File: src/rtl/carry_save_accumulator.sv
`default_nettype none
// ============================================================================
// Module   : carry_save_accumulator
// Brief    : Multi-operand accumulator keeping its total in carry-save form;
//            resolves to binary by iterated half-adding after the last operand.
// Revision : 1.0  initial release
// ============================================================================
module carry_save_accumulator #(
  parameter int WORD_WIDTH  = 36,
  parameter int COUNT_WIDTH = 6
) (
  input  logic                   clock,
  input  logic                   clear,
  input  logic                   in_valid,
  output logic                   in_ready,
  input  logic [WORD_WIDTH-1:0]  in_data,
  input  logic                   in_last,
  output logic                   out_valid,
  input  logic                   out_ready,
  output logic [WORD_WIDTH-1:0]  out_data,
  output logic                   out_overflow,
  output logic [COUNT_WIDTH-1:0] resolve_cycles
);

  localparam logic [1:0] ST_ACCUM   = 2'd0;
  localparam logic [1:0] ST_RESOLVE = 2'd1;
  localparam logic [1:0] ST_OUTPUT  = 2'd2;

  logic [1:0]             state_q, state_d;
  logic [WORD_WIDTH-1:0]  sum_q, sum_d;
  logic [WORD_WIDTH-1:0]  carry_q, carry_d;
  logic                   overflow_q, overflow_d;
  logic [COUNT_WIDTH-1:0] count_q, count_d;
  logic                   settle_q, settle_d;

  logic [WORD_WIDTH-1:0]  maj;
  logic [WORD_WIDTH-1:0]  half;
  logic                   accept;

  always_comb begin
    accept = in_valid & in_ready;
    maj    = (sum_q & carry_q) | (sum_q & in_data) | (carry_q & in_data);
    half   = sum_q & carry_q;
  end

  always_comb begin
    state_d    = state_q;
    sum_d      = sum_q;
    carry_d    = carry_q;
    overflow_d = overflow_q;
    count_d    = count_q;
    settle_d   = settle_q;

    case (state_q)
      ST_ACCUM: begin
        if (accept) begin
          sum_d      = sum_q ^ carry_q ^ in_data;
          carry_d    = {maj[WORD_WIDTH-2:0], 1'b0};
          overflow_d = overflow_q | maj[WORD_WIDTH-1];
          if (in_last) begin
            state_d  = ST_RESOLVE;
            settle_d = 1'b1;
          end
        end
      end

      ST_RESOLVE: begin
        // The entry cycle is spent idle so the result appears 2+k cycles after the last accept.
        if (settle_q) begin
          settle_d = 1'b0;
        end else if (carry_q == '0) begin
          state_d = ST_OUTPUT;
        end else begin
          sum_d      = sum_q ^ carry_q;
          carry_d    = {half[WORD_WIDTH-2:0], 1'b0};
          overflow_d = overflow_q | half[WORD_WIDTH-1];
          count_d    = count_q + COUNT_WIDTH'(1);
        end
      end

      ST_OUTPUT: begin
        if (out_ready) begin
          state_d    = ST_ACCUM;
          sum_d      = '0;
          carry_d    = '0;
          overflow_d = 1'b0;
          count_d    = '0;
        end
      end

      default: begin
        state_d = ST_ACCUM;
      end
    endcase
  end

  always_ff @(posedge clock) begin
    if (clear) begin
      state_q    <= ST_ACCUM;
      sum_q      <= '0;
      carry_q    <= '0;
      overflow_q <= 1'b0;
      count_q    <= '0;
      settle_q   <= 1'b0;
    end else begin
      state_q    <= state_d;
      sum_q      <= sum_d;
      carry_q    <= carry_d;
      overflow_q <= overflow_d;
      count_q    <= count_d;
      settle_q   <= settle_d;
    end
  end

  assign in_ready       = (state_q == ST_ACCUM) && !clear;
  assign out_valid      = (state_q == ST_OUTPUT) && !clear;
  assign out_data       = sum_q;
  assign out_overflow   = overflow_q;
  assign resolve_cycles = count_q;

endmodule
`default_nettype wire

File: config.mk
export PLATFORM = sky130hd
export DESIGN_NAME = carry_save_accumulator
export DESIGN_NICKNAME = d
export VERILOG_FILES = /design/src/rtl/carry_save_accumulator.sv
export SDC_FILE = /design/constraint.sdc
export NUM_CORES = 1
export LEC_CHECK = 0
export CAP_MARGIN = 20
export CORE_MARGIN = 2
export CORE_UTILIZATION = 50
export DETAILED_ROUTE_END_ITERATION = 10
export GPL_TIMING_DRIVEN = 0
export MAX_ROUTING_LAYER = met4
export PLACE_DENSITY_LB_ADDON = 0.15
export SETUP_SLACK_MARGIN = 0.3
export SLEW_MARGIN = 20
export SYNTH_ARGS = -nofsm -noshare
export SYNTH_HDL_FRONTEND = slang
export SYNTH_SLANG_ARGS = --single-unit
File: constraint.sdc
create_clock -name clock -period 2.75 [get_ports clock]
set_clock_uncertainty 0.2 [all_clocks]
set_input_delay 0.55 -clock clock [delete_from_list [all_inputs] [get_ports clock]]
set_output_delay 0.55 -clock clock [all_outputs]
set_load 0.01 [all_outputs]
==> results.cfg <==
[pwr]
ir_drop_mv = 0.520
power_density_nw_per_um2 = 1010
power.leakage_nw = 2.84

[min_path]
hp-class = register to register
hold_start = out_overflow
hold_end = out_overflow
holdPathStages = 2

[cells_and_area]
area_growth_pct = 32.8
n_antenna_cell = 0
final_nets = 795
final_cells = 822
postLayoutCoreUtil_pct = 68.1
final_layout_size_suffix_gt1_share_pct = 28.0

[place]
gp_congestion = 0.859
dp.cells = 794
port_buffers = 84
pre_cts_ws_ns = -0.444
post-dp-hpwl_mm = 11.1

[sta]
period_needed_ns = 2.50
worst_pin_slew_ns = 0.836
hold_viol = 0
timing.hold.ws_ns = 0.289
timing.fmax_mhz = 400
slew_headroom_pct = 44.3
setup_viol = 0
post-route-worst-setup-slack_ns = 0.248
period_share_pct = 91.0
rsz0062_at_grt = yes
drv_slew = 0

[synthesis]
postSynthAreaPerCell_um2 = 9.79
synth_top_area_cell = dfxtp_1
netlist_instances = 570
yosysMostFrequentCell = a21oi_1
synth-async-reset-ratio_pct = 0
synth-main-ff-cell = dfxtp_1
synth_top_area_share_pct = 29.1
synth_seq_area_share_pct = 29.1
synthesis.area_um2 = 5580
synth_edf_count = 0
syn-num-nets = 687
synth_top_cells_by_count = a21oi_1 (146), dfxtp_1 (81), nor2b_1 (72)
ys_top_cells_by_area = dfxtp_1 (29%), a211oi_2 (15%), a21oi_1 (13%)
synth_seq_cells = 81
ys_warn_count = 0
ys_types = 35

[global_routing]
grt_usage_pct = 28.7
grt_antenna_before_repair = 0
grt_overflow = 0
grt_pass1_wl_mm = 26.0
grt_pass1_vias = 5028
grt_max_degree = 13

[clock_network]
cts_tree = yes
clockBufferDepth = 2
htree_levels = 3
clock_latency_ns = 0.37
root_buffer = clkbuf_8
cts.clk_slew.worst_paths_ns = 0.09
cts_made_buffers = 9
clock_sinks = 81

[floorplanning]
start_util_pct = 51.3
top_level_ports = 86
coreArea_um2 = 10900
die_y_um = 110
num_rows = 38
die_x_um = 110
dieArea_um2 = 12000

[detailed_routing]
drc = 0
firstDrtPassIters = 5
vias = 5025
first_iter_violations = 397
ant_nets = 0
avgViaCountPerCell = 6.11
wl_mm = 16.5
wl_per_cell_um = 20.1

[setup_path]
startpoint_type = register
regToRegSetupSlack_ns = 0.25
slowest_stage = or4_1
rr_worst_depth = 10
cp_cell_sequence = inv_2 -> ha_1 -> clkbuf_8 -> inv_2 -> or4_1 -> buf_6 -> and2_4 -> buf_12 -> clkbuf_16 -> a211oi_2
arrival_ns = 2.57
crit_path_max_incr_delay_ns = 0.54
cp.depth = 10
required_ns = 2.82
path_buf_inv = 6
cp-end-kind = register
crit_family = buffers and inverters
cp_common_cell = inv_2
cp_max_fo = 6
rr_endpoint = carry_q[9]
worstReg2RegStart = state_q[1]
timing_worst_setup_path_type = register to register

[flow_run]
maxCapViolCount = 0

[run_status]
outcome = finished clean
area by class of cell:
cell class	count	area [µm²]
clock buffer	11	131
timing repair buffer	97	1020
multi-input combinational	433	3950
clock inverter	4	45.0
buffer	51	434
sequential	81	1640
inverter	5	18.8
fill	832	3470
tap	140	175
worst max-delay path by stage:
| stage | start | end | slack, ns |
|---|---|---|---|
| finish | state_q[1] | carry_q[9] | 0.25 |
| global route | carry_q[32] | carry_q[31] | 0.18 |
| floorplan | clear | carry_q[10] | 0.30 |
| detailed placement | in_valid | out_data[11] | -0.44 |
| global placement | in_valid | out_data[12] | -0.47 |
| CTS | carry_q[32] | carry_q[14] | 0.30 |
registers in the layout, summed over array words and instances, names as in the netlist:
register / count
resolve_cycles: 6
carry_q: 35
out_data: 36
settle_q: 1
state_q: 2
out_overflow: 1
timing repair:
item / CTS / global route
hold buffers: 0 / 0
pin swaps: 7 / 2
resized for setup: 91 / 53
setup endpoints to repair: 79 / 80
gates cloned: 0 / 5
setup buffers: 7 / 1
hold endpoints to repair: 0 / 0
worst register-to-register path, stage by stage (launching register included):
cell and delay, ns:
dfxtp_2 0.36, inv_2 0.10, ha_1 0.17, clkbuf_8 0.16, inv_2 0.06, or4_1 0.54, buf_6 0.15, and2_4 0.17
buf_12 0.15, clkbuf_16 0.16, a211oi_2 0.19
metal layers:
metal | GRT usage [%] | up-vias | share of wire [%]
met5 | - | - | 0
li1 | - | 2297 | -
met3 | 5.51 | 43 | 6.1
met2 | 44.2 | 215 | 46
met4 | 9.13 | 0 | 2.3
met1 | 38.3 | 2470 | 45
report_power, final:
| group | internal [W] | total [W] | switching [W] |
|---|---|---|---|
| combinational | 0.00217 | 0.00427 | 0.00210 |
| clock | 0.000412 | 0.000873 | 0.000461 |
| sequential | 0.00162 | 0.00235 | 0.000729 |
layout by cell type, fill, tap and decap left out, types with 16 or more instances in the layout:
cell	n
dfxtp_1	73
a21oi_1	111
clkbuf_1	16
ha_1	39
clkdlybuf4s50_1	82
a211oi_2	68
nor2b_1	72
fa_1	35
clkbuf_2	17
a21oi_2	35
per-stage QoR:
stage / power (W) / cell area [µm²] / TNS [ns]
global route: 0.00806 / 7410 / 0
detailed placement: 0.00584 / 6600 / -26.89
finish: 0.00749 / 7410 / 0
CTS: 0.00708 / 7120 / 0
floorplan: 0.00463 / 5580 / 0
global placement: 0.00566 / 6600 / -26.92
cell families (layout without fill, tap and decap cells):
family	Yosys count	after routing	share of synthesized area [%]
AO/OA/AOI/OAI	234	234	31.1
adder cells (fa/ha/maj)	76	76	21.7
buffers and inverters	56	168	4.96
flip-flops	81	81	29.1
multiplexers	3	3	0.561
AND/OR/NAND/NOR	120	120	12.6
Note: power is estimated with default switching activity, not from simulation.
